--- src/rtl/fetch_pkg.sv ---
// Shared types and defaults for the instruction-fetch front end.
package fetch_pkg;

  typedef enum logic [1:0] {
    BOOT = 2'd0,
    RUN  = 2'd1,
    HALT = 2'd2
  } fetch_state_e;

  localparam int          ADDR_W_DEF     = 32;
  localparam int          DATA_W_DEF     = 32;
  localparam logic [31:0] RESET_ADDR_DEF = 32'h0000_1000;
  localparam int          PC_INC_DEF     = 4;

  typedef struct packed {
    logic [ADDR_W_DEF-1:0] pc;
    logic [DATA_W_DEF-1:0] inst;
  } fetch_entry_t;

endpackage

--- src/rtl/sync_fifo.sv ---
// Power-of-two synchronous FIFO with flush; pop on empty is ignored.
module sync_fifo #(
  parameter  int WIDTH = 64,
  parameter  int DEPTH = 4,
  localparam int AW    = $clog2(DEPTH),
  localparam int CW    = AW + 1
) (
  input  logic             clk,
  input  logic             reset,
  input  logic             push_i,
  input  logic             pop_i,
  input  logic             flush_i,
  input  logic [WIDTH-1:0] wdata_i,
  output logic [WIDTH-1:0] rdata_o,
  output logic             full_o,
  output logic             empty_o,
  output logic [CW-1:0]    count_o
);

  logic [WIDTH-1:0] mem_q [DEPTH];
  logic [AW-1:0]    rd_q, wr_q;
  logic [CW-1:0]    cnt_q;
  logic             do_push, do_pop;

  assign empty_o = (cnt_q == '0);
  assign full_o  = (cnt_q == CW'(DEPTH));
  assign count_o = cnt_q;
  assign rdata_o = mem_q[rd_q];

  // A full FIFO still accepts a push when the head leaves the same cycle.
  assign do_pop  = pop_i && !empty_o;
  assign do_push = push_i && !flush_i && (!full_o || do_pop);

  always_ff @(posedge clk) begin
    if (reset) begin
      rd_q  <= '0;
      wr_q  <= '0;
      cnt_q <= '0;
      for (int i = 0; i < DEPTH; i++) mem_q[i] <= '0;
    end else if (flush_i) begin
      rd_q  <= '0;
      wr_q  <= '0;
      cnt_q <= '0;
    end else begin
      if (do_push) begin
        mem_q[wr_q] <= wdata_i;
        wr_q        <= wr_q + 1'b1;
      end
      if (do_pop) rd_q <= rd_q + 1'b1;
      cnt_q <= cnt_q + CW'(do_push) - CW'(do_pop);
    end
  end

endmodule

--- src/rtl/fetch_queue.sv ---
// PC, boot/run/halt FSM and fetch FIFO ahead of decode.
// FETCH_PERF_EN adds saturating fetch/flush counters.
module fetch_queue
  import fetch_pkg::*;
#(
  parameter  int                ADDR_W     = ADDR_W_DEF,
  parameter  int                DATA_W     = DATA_W_DEF,
  parameter  int                DEPTH      = 4,
  parameter  logic [ADDR_W-1:0] RESET_ADDR = ADDR_W'(RESET_ADDR_DEF),
  parameter  int                PC_INC     = PC_INC_DEF,
  localparam int                CW         = $clog2(DEPTH) + 1
) (
  input  logic              clk,
  input  logic              reset,
  input  logic              pcSelector,
  input  logic [ADDR_W-1:0] startAddress,
  input  logic              redirect_valid,
  input  logic [ADDR_W-1:0] redirect_addr,
  input  logic              halt_req,
  output logic [ADDR_W-1:0] currentAddress,
  input  logic [DATA_W-1:0] instruction,
  output logic              inst_valid,
  output logic [DATA_W-1:0] inst_out,
  output logic [ADDR_W-1:0] inst_pc,
  input  logic              deq_ready,
  output logic [CW-1:0]     occupancy,
  output logic              halted,
  output logic [31:0]       perf_fetched,
  output logic [31:0]       perf_flushed
);

  typedef struct packed {
    logic [ADDR_W-1:0] pc;
    logic [DATA_W-1:0] inst;
  } entry_t;

  fetch_state_e      state_q, state_d;
  logic [ADDR_W-1:0] pc_q, pc_d;
  logic              push, pop, flush, full, empty;
  entry_t            wr_e, rd_e;

  assign wr_e           = '{pc: pc_q, inst: instruction};
  assign currentAddress = pc_q;
  assign inst_valid     = !empty;
  assign inst_pc        = rd_e.pc;
  assign inst_out       = rd_e.inst;
  assign halted         = (state_q == HALT);
  assign pop            = inst_valid && deq_ready;

  always_comb begin
    state_d = state_q;
    pc_d    = pc_q;
    push    = 1'b0;
    flush   = 1'b0;
    if (pcSelector) begin
      state_d = BOOT;
      pc_d    = startAddress;
      flush   = 1'b1;
    end else if (redirect_valid && state_q != BOOT) begin
      state_d = halt_req ? HALT : RUN;
      pc_d    = redirect_addr;
      flush   = 1'b1;
    end else begin
      unique case (state_q)
        BOOT: state_d = RUN;
        RUN: begin
          if (halt_req) begin
            state_d = HALT;
          end else if (!full || pop) begin
            push = 1'b1;
            pc_d = pc_q + ADDR_W'(PC_INC);
          end
        end
        HALT: state_d = HALT;
        default: state_d = BOOT;
      endcase
    end
  end

  always_ff @(posedge clk) begin
    if (reset) begin
      state_q <= BOOT;
      pc_q    <= RESET_ADDR;
    end else begin
      state_q <= state_d;
      pc_q    <= pc_d;
    end
  end

  sync_fifo #(
    .WIDTH (ADDR_W + DATA_W),
    .DEPTH (DEPTH)
  ) u_fifo (
    .clk     (clk),
    .reset   (reset),
    .push_i  (push),
    .pop_i   (pop),
    .flush_i (flush),
    .wdata_i (wr_e),
    .rdata_o (rd_e),
    .full_o  (full),
    .empty_o (empty),
    .count_o (occupancy)
  );

`ifdef FETCH_PERF_EN
  logic [31:0]   fet_q, fet_d, fls_q, fls_d;
  logic [32:0]   fls_sum;
  logic [CW-1:0] discard;

  // Entries taken by decode in the flush cycle are not counted as lost.
  assign discard = occupancy - CW'(pop);

  always_comb begin
    fet_d   = fet_q;
    fls_d   = fls_q;
    fls_sum = {1'b0, fls_q} + 33'(discard);
    if (push && fet_q != '1) fet_d = fet_q + 32'd1;
    if (flush) fls_d = fls_sum[32] ? '1 : fls_sum[31:0];
  end

  always_ff @(posedge clk) begin
    if (reset) begin
      fet_q <= '0;
      fls_q <= '0;
    end else begin
      fet_q <= fet_d;
      fls_q <= fls_d;
    end
  end

  assign perf_fetched = fet_q;
  assign perf_flushed = fls_q;
`else
  assign perf_fetched = '0;
  assign perf_flushed = '0;
`endif

endmodule

--- config.mk ---
export PLATFORM = sky130hd
export DESIGN_NAME = fetch_queue
export DESIGN_NICKNAME = d
export VERILOG_FILES = /design/src/rtl/fetch_pkg.sv /design/src/rtl/sync_fifo.sv /design/src/rtl/fetch_queue.sv
export SDC_FILE = /design/constraint.sdc
export NUM_CORES = 1
export LEC_CHECK = 0
export ABC_AREA = 0
export CORE_UTILIZATION = 57
export DETAILED_ROUTE_END_ITERATION = 16
export GPL_ROUTABILITY_DRIVEN = 0
export PLACE_DENSITY_LB_ADDON = 0.15
export SLEW_MARGIN = 20
export SYNTH_ARGS = -nofsm -noshare
export SYNTH_HDL_FRONTEND = slang
export SYNTH_SLANG_ARGS = --single-unit
--- constraint.sdc ---
create_clock -name clk -period 15.2 [get_ports clk]
set_input_delay 4.56 -clock clk [delete_from_list [all_inputs] [get_ports clk]]
set_output_delay 4.56 -clock clk [all_outputs]
set_load 0.02 [all_outputs]
After elaboration in Yosys (flattened, before gate mapping). Memory sizes are Yosys's and may differ from the RTL's. A register that Yosys moved wholly into a read port is not among the register bits. Index checks and enable logic that the tools add are counted.

Register bits: 41. Memories: 1. Bits of input ports: 102. Bits in writable memories: 256. Word-level logic and storage cells: 62. Output and inout bits: 165.

Memory list: u_fifo.mem_q (words 4, width 64, read ports 1, clocked after memory_dff 1, wr ports 4, line sync_fifo.sv:20) `logic [WIDTH-1:0] mem_q [DEPTH];`.

Multiplexer cells: 27. Equal/unequal tests: 5. Add/subtract/negate cells: 5. Reduce and logical (&&, ||, !) cells: 19.

Operators by type and width (number): 32-bit 2-to-1 mux (5); 64-bit 2-to-1 mux (1); 64-bit OR reduction (1); 32-bit by 3-bit adder with 32-bit output, second input constant (1); 1-bit 2-to-1 mux (14); 2-bit 2-to-1 mux (6); 2-bit one-hot mux with 3 select lines (1); 3-bit nonzero test (2); 1-bit logical AND (5); 2-bit by 1-bit adder with 2-bit output, second input constant (2); 2-bit OR reduction (2); 3-bit by 1-bit adder with 3-bit output (1); 3-bit == test, second input constant (1); 1-bit zero test (3); 3-bit zero test (1); 3-bit by 2-bit inequality test with 1-bit output, second input constant (1); 3-bit inequality test, second input constant (1); 3-bit AND reduction (1); 3-bit by 1-bit subtractor with 3-bit output (1); 2-bit by 1-bit == test with 1-bit output, second input constant (1); 2-bit == test, second input constant (1); 2-bit zero test (1); 1-bit logical OR (2); 2-bit nonzero test (1).

Depth between registers and ports, before layout.
Depth in word-level cells: 17. Gate-level depth with buffers: 12. Mapped depth without buffers: 11.

Modules after synthesis. Synthesis repeated with hierarchy kept, for this count alone.

Cells, all modules: 1147. Area, all modules: 14343.8 um^2.

By module, submodules not included: sync_fifo (sequential area each 7867.5 um^2, times used 1, cells an instance 740, area an instance 11262.1 um^2); fetch_queue (sequential area each 680.7 um^2, times used 1, cells an instance 407, area an instance 3081.7 um^2).

Least setup slack after synthesis. No wires, ideal clock.

Kind: input to register. From: input port halt_req. To: memory u_fifo.mem_q[1][0] (enable). Path buffers: 1. Slack: 4.622 ns. Arrival: 10.003 ns. Library setup time: 0.574 ns. Required time: 14.626 ns. Cell stages on the path: 5. Path through: nand2b_1 -> nor2_2 -> clkbuf_1 -> nand3_1 -> o21ai_0.

RTL lines: start, declared (line fetch_queue.sv:19) `input logic halt_req,`; end, declared (line sync_fifo.sv:20).

==> metrics.cfg <==
[synthesis]
yosysWarnings = 0
synthTopCellsByArea = edfxtp_1 (54%), and2_1 (11%), mux4_2 (10%)
ys_types = 62
ys_seq_elements = 299
synthFlopType = edfxtp_1
synth_edf_count = 256
avgSynthCellArea_um2 = 13.40
synth.top_cell.area_share_pct = 53.60
syn_inst = 1070
async_flop_share_pct = 0
synth_area_um2 = 14340
ys_seq_area_share_pct = 59.61
yosysTopAreaCell = edfxtp_1

[timing]
report.final.hold_viol_count = 0
slew_viol_final = 0
postLayoutSetupSlackWorst_ns = 7.216
period_minus_slack_ns = 7.984
fmax_mhz = 125.3
rsz0062_at_grt = false
setup_tns_ns = 0
post-route-period-util_pct = 52.53
clock_skew_ns = 0.01514
worst_pin_slew_ns = 1.088
finalSetupViolations = 0
slew_headroom_pct = 27.45

[route]
ant_nets = 0
via_count = 9082
wl_per_cell_um = 20.87
dr.first_iter.drc_count = 698
vias_per_cell = 5.694
drt-total-wl_mm = 33.29
drtPass1Iterations = 5
post-route-drc-count = 0

[status]
status = completed

[cells_and_area]
fill_cells = 1714
regArea_um2 = 8556
nets = 1356
syn_to_final_growth_pct = 21.38
drive_gt1_share_pct = 12.13
multi_input_area_um2 = 5221

[worst_setup_path]
critPathRequiredTime_ns = 15.36
path_max_fanout = 64
critPathSlowestCell = or2_4
crit_chain = clkdlybuf4s50_1 > nand2b_1 > nor2_2 > nand3_2 > nor3_4 > buf_4 > or2_4
arrival_ns = 8.15
crit_path_max_incr_delay_ns = 0.91
critPathKind = primary input to flop
reg2regPathDepth = 8
end_kind = flop
worst_setup_path_start_kind = primary input

[pwr]
p_per_area_nw_per_um2 = 109.5
p_leak_nw = 6.303
vdd_drop_max_v = 0.00008158

[global_route]
grt-ovfl-total = 0
grt_first_pass_wirelength_mm = 51.30
antenna_found_initial = 1
grt_max_degree = 65
grt_util_all_layers_pct = 26.08
first_global_vias = 9023

[clock_network]
clkLatencyLatePin_ns = 0.55
clockBufferDepth = 3
cts_setup_buffers = 0
htree_levels = 1
cts_hold_buffers = 0
ctsResizeCount = 0
cts_tree = built
cts_sinks = 299
root_buffer = clkbuf_16
cts_buffers = 29
clkTransAtPathRegs_ns = 0.06

[die]
rows = 57
initial_core_util_pct = 58.46
die_area_um2 = 25800
coreArea_um2 = 24530
die_h_um = 160.6
die_x_um = 160.6
io_pins = 267

[hold_path]
min_path_cells = 2
hp-class = flop to flop

[job]
maxCapViolCount = 0

[placement]
pre_cts_ws_ns = 6.635
dp_hpwl_mm = 19.76
numPortBuffers = 202

-- metal layers --
layer	track usage (%)	vias up	routed length, µm
met2	42.98	440	16270
li1	-	4151	-
met3	4.287	64	2644
met1	35.60	4427	13480
met5	0	-	0
met4	8.485	0	895
-- synth_stat cells (all sizes together), types with 14 or more instances --
library cell / n
and2: 246
o21ai: 26
nand2: 39
and3: 18
buf: 82
nor4: 14
clkbuf: 51
nor3: 16
mux4: 64
dfxtp: 43
nor2: 45
a21oi: 31
nand3: 15
edfxtp: 256
-- final timing paths --
kind | from | endpoint | slack (ns)
max reg2reg | state_q[1]$_SDFFE_PP0P_ | u_fifo.mem_q[0][46]$_SDFFCE_PN0P_ | 11.12
min reg2reg | u_fifo.rd_q[0]$_SDFFE_PP0P_ | flop | 0.55
min | u_fifo.rd_q[0]$_SDFFE_PP0P_ | flop | 0.55
max | halt_req | u_fifo.mem_q[0][46]$_SDFFCE_PN0P_ | 7.22
-- through the flow --
stage / utilization [%] / std cells / power [W] / hold WS, ns / area [µm²]
2_1_floorplan: - / 1133 / 0.001062 / 0.4847 / 14580
3_3_place_gp: 66.66 / 1539 / 0.001135 / 0.5045 / 16350
3_5_place_dp: 66.66 / 1539 / 0.001138 / 0.5098 / 16350
4_1_cts: 70.91 / 1593 / 0.001911 / 0.5498 / 17400
5_1_grt: 70.94 / 1594 / 0.001958 / 0.6029 / 17400
6_report: 70.95 / 1595 / 0.001905 / 0.5549 / 17410
-- flip-flops by register name, indices dropped and copies added (netlist names), named ones only --
name,flops
u_fifo.mem_q,256
u_fifo.rd_q,2
u_fifo.count_o,3
state_q,2
currentAddress,32
u_fifo.wr_q,2
-- worst max-delay path, delay by kind of cell --
kind                   cells  cell delay (ns)
buffers and inverters      2             1.01
AND/OR/NAND/NOR            5             2.53
-- where the power goes --
part           switching (W)  total [W]  internal, W
logic               0.000101   0.000177    0.0000765
clock network       0.000310   0.000784     0.000474
registers          0.0000244   0.000945     0.000920
-- layout make-up --
cell class              instances  area share [%]
clock buffers                  32           4.291
diodes                          1         0.01438
multi-input cells             687           30.00
clock inverters                22           1.696
flip-flops and latches        299           49.15
well taps                     324           2.329
inverters                      14          0.3019
repair buffers                216           12.22
-- cell families (layout without fill, tap and decap cells) --
kind of cell	count (synthesis)	count (layout)	synth area share [%]
flops	299	299	59.61
compound gates	106	106	4.781
mux	67	67	10.26
buf+inv	147	284	5.976
xor+xnor	18	18	1.099
fa+ha+maj	7	7	0.6631
other cells	1	65	0.02615
simple gates	425	425	17.59
-- layout by cell type (no fill, tap or decap), types with 9 or more instances in the layout --
cell type / n
edfxtp_1: 256
clkbuf_16: 29
and3_1: 17
a21oi_1: 31
xnor2_1: 10
nor4_1: 13
dfxtp_1: 41
a211oi_1: 12
mux4_2: 64
conb_1: 64
clkdlybuf4s50_1: 202
nor3_1: 13
nand2_1: 37
buf_4: 13
o21ai_0: 22
nor2_1: 43
nand3_1: 12
clkinv_2: 9
and2_1: 246
nand4_1: 11
inv_1: 13
(Power assumes the default switching activity.)
==> RTL change: new RTL, config.mk and constraints unchanged <==
The package constant `ADDR_W_DEF` goes from 32 to 64.
--- a/src/rtl/fetch_pkg.sv
+++ b/src/rtl/fetch_pkg.sv
@@ -7,7 +7,7 @@
     HALT = 2'd2
   } fetch_state_e;
 
-  localparam int          ADDR_W_DEF     = 32;
+  localparam int          ADDR_W_DEF     = 64;
   localparam int          DATA_W_DEF     = 32;
   localparam logic [31:0] RESET_ADDR_DEF = 32'h0000_1000;
   localparam int          PC_INC_DEF     = 4;
Interface: changed (resized currentAddress, inst_pc, redirect_addr and startAddress); port bits go from 267 to 395. No check against the original RTL was run, so the function may have changed too.
==> RTL change against the unedited design <==
  * Area after synthesis is 53% higher
  * Power rose by 51%
  * Sequential cell count grew 160
  * Final area is 55% higher
  * Clock skew grew 0.0014 ns
  * Wire length grew 90%
  * Combinational power is 73% higher
  * Core utilization is 0.36 points higher
  * Worst setup slack worse by 0.42 ns
  * Sequential share of layout area decreased by 0.72 points
  * Fmax shrank 5.0%
  * Clock power increased by 42%
  * First-iteration DRC count grew to 2.6 times the old value
  * Die area grew 52%
==> RTL change: results (changes against the unedited design) <==
* Status: complete, no violations
* Clock root cell: clkbuf_16
* Worst-Skew Late Latency at 0.56 ns
* Slew of the pin with the lowest slew margin at 1.13 ns (+0.0399 ns)
* Dpl cells at 2602 (+69%)
* Family with the most delay on the worst path: simple AND/OR/NAND/NOR gates
* Max clock buf depth at 3 (unchanged)
* Worst VDD drop at 0.0000726 V (-11%)
* Synth warn at 0 (unchanged)
* Detailed Place HPWL at 39500 um (+100%)
* Total Routing Usage GR at 0.322 (+0.0610)
* Setup Skew at 0.0166 ns (+0.00142 ns)
* DR WL/cell at 23.5 um (+13%)
* Pre-Repair DR Iteration Count at 5 (unchanged)
* DRT iter0 DRCs at 1791 (+160%)
* Smallest hold slack at 0.544 ns (-0.0109 ns)
* CTS buffer count at 47 (+62%)
* Part of the Yosys area used for sequential elements at 0.593 (-0.00289)
* Largest register FFs at 384 (+50%)
* First-pass GRT wire length at 93600 um (+83%)
* Post-CTS setup buffer count at 0 (unchanged)
* Via count at 16334 (+80%)
* Hold Crit Class: flop to flop
* Top post-synthesis cells by count: 384 x edfxtp_1, 301 x nor2_1, 165 x nand2_1
* Max Fanout on Critical Path at 78 (+22%)
* Pleak at 10.1 nW (+60%)
* Cell variety after synth at 72 (+16%)
* Initial antenna violation count at 7 (+6)
* Largest Register: u_fifo.mem_q
* # port buffers at 330 (+63%)
* Top post-synthesis cells by area: edfxtp_1 52%, mux4_2 9.8%, dfxtp_1 6.8%
* Reg clk slew, reported paths at 0.06 ns (about the same)
* Async SR Flop Fraction at 0 (unchanged)
* Worst R2R Setup Slack at 10.52 ns (-0.60 ns)
* Slowest stage delay, CP at 1.00 ns (+0.09 ns)
* Mapped Cells at 1861 (+74%)
* Largest net degree at the start of global routing at 85 (+31%)
* Layout cells sized above 1 at 0.105 (-0.0165)
* Final Non-Filler Cells at 2693 (+69%)
* H-Tree Depth at 2 (+1)
* EDFF count, synth at 384 (+50%)
* Nets at 2313 (+71%)
* Crit path max-delay cell type: nor2_4
## RTL change: changes by cell type in the layout (fill, tap and decap cells not counted), sizes merged, moves of 16 or more
cell,unedited run,this run
inv,14,112
mux4,64,96
and2,246,78
clkbuf,33,59
nor3,16,46
dfxtp,43,75
a21oi,31,70
clkdlybuf4s50,202,328
buf,13,29
o21ai,26,54
nand3,15,38
nor2,45,301
edfxtp,256,384
nand2,39,165
## RTL change: logic make-up after synthesis
logic type | after synthesis | synth area share
other | 1 | 0.000171
adder cells (fa/ha/maj) | 7 | 0.00433
AND/OR/NAND/NOR | 731 | 0.158
multiplexers | 103 | 0.102
AO/OA/AOI/OAI | 227 | 0.0667
buffers and inverters | 303 | 0.0640
XOR/XNOR | 30 | 0.0120
flip-flops | 459 | 0.593
## RTL change: stage by stage
step                      utilization  area [sq um]  setup slack, ns
final                           0.713         26900             6.80
after global routing            0.713         26900             6.58
after floorplan                     -         22200             2.25
after global placement          0.674         25400             5.90
after CTS                       0.713         26900             6.44
after detailed placement        0.674         25400             5.89
## RTL change: final timing paths
kind                            depth (start not counted)            endpoint      startpoint
worst max-delay path                                    8  u_fifo.mem_q[2][8]  redirect_valid
worst min-delay path                                    2                flop  u_fifo.rd_q[0]
worst max register to register                          9  u_fifo.mem_q[2][8]      state_q[1]
worst min register to register                          2                flop  u_fifo.rd_q[0]
## RTL change: tightest hold or removal path: stages, from the launching register on
cell     delay (ns)
dfxtp_1        0.34
xnor2_1        0.09
nor2_1         0.07
## RTL change: routing by layer
layer | up-vias | routed length, um | global-route usage
li1 | 7160 | - | -
met3 | 169 | 6830 | 0.0669
met4 | 6 | 2530 | 0.144
met5 | - | 36 | 0
met1 | 7996 | 24300 | 0.436
met2 | 1003 | 29700 | 0.503
## RTL change: power breakdown
part / internal [mW] / switching, mW
Clock: 0.638 / 0.476
Combinational: 0.131 / 0.176
Sequential: 1.41 / 0.0459
## RTL change: layout make-up
type,count,area [sq um]
clock buffer,59,1260
sequential,459,13000
tap,511,639
fill,2687,10800
antenna,5,12.5
clock inverter,27,203
multi-input combinational,1162,7850
inverter,113,424
timing repair buffer,357,3500
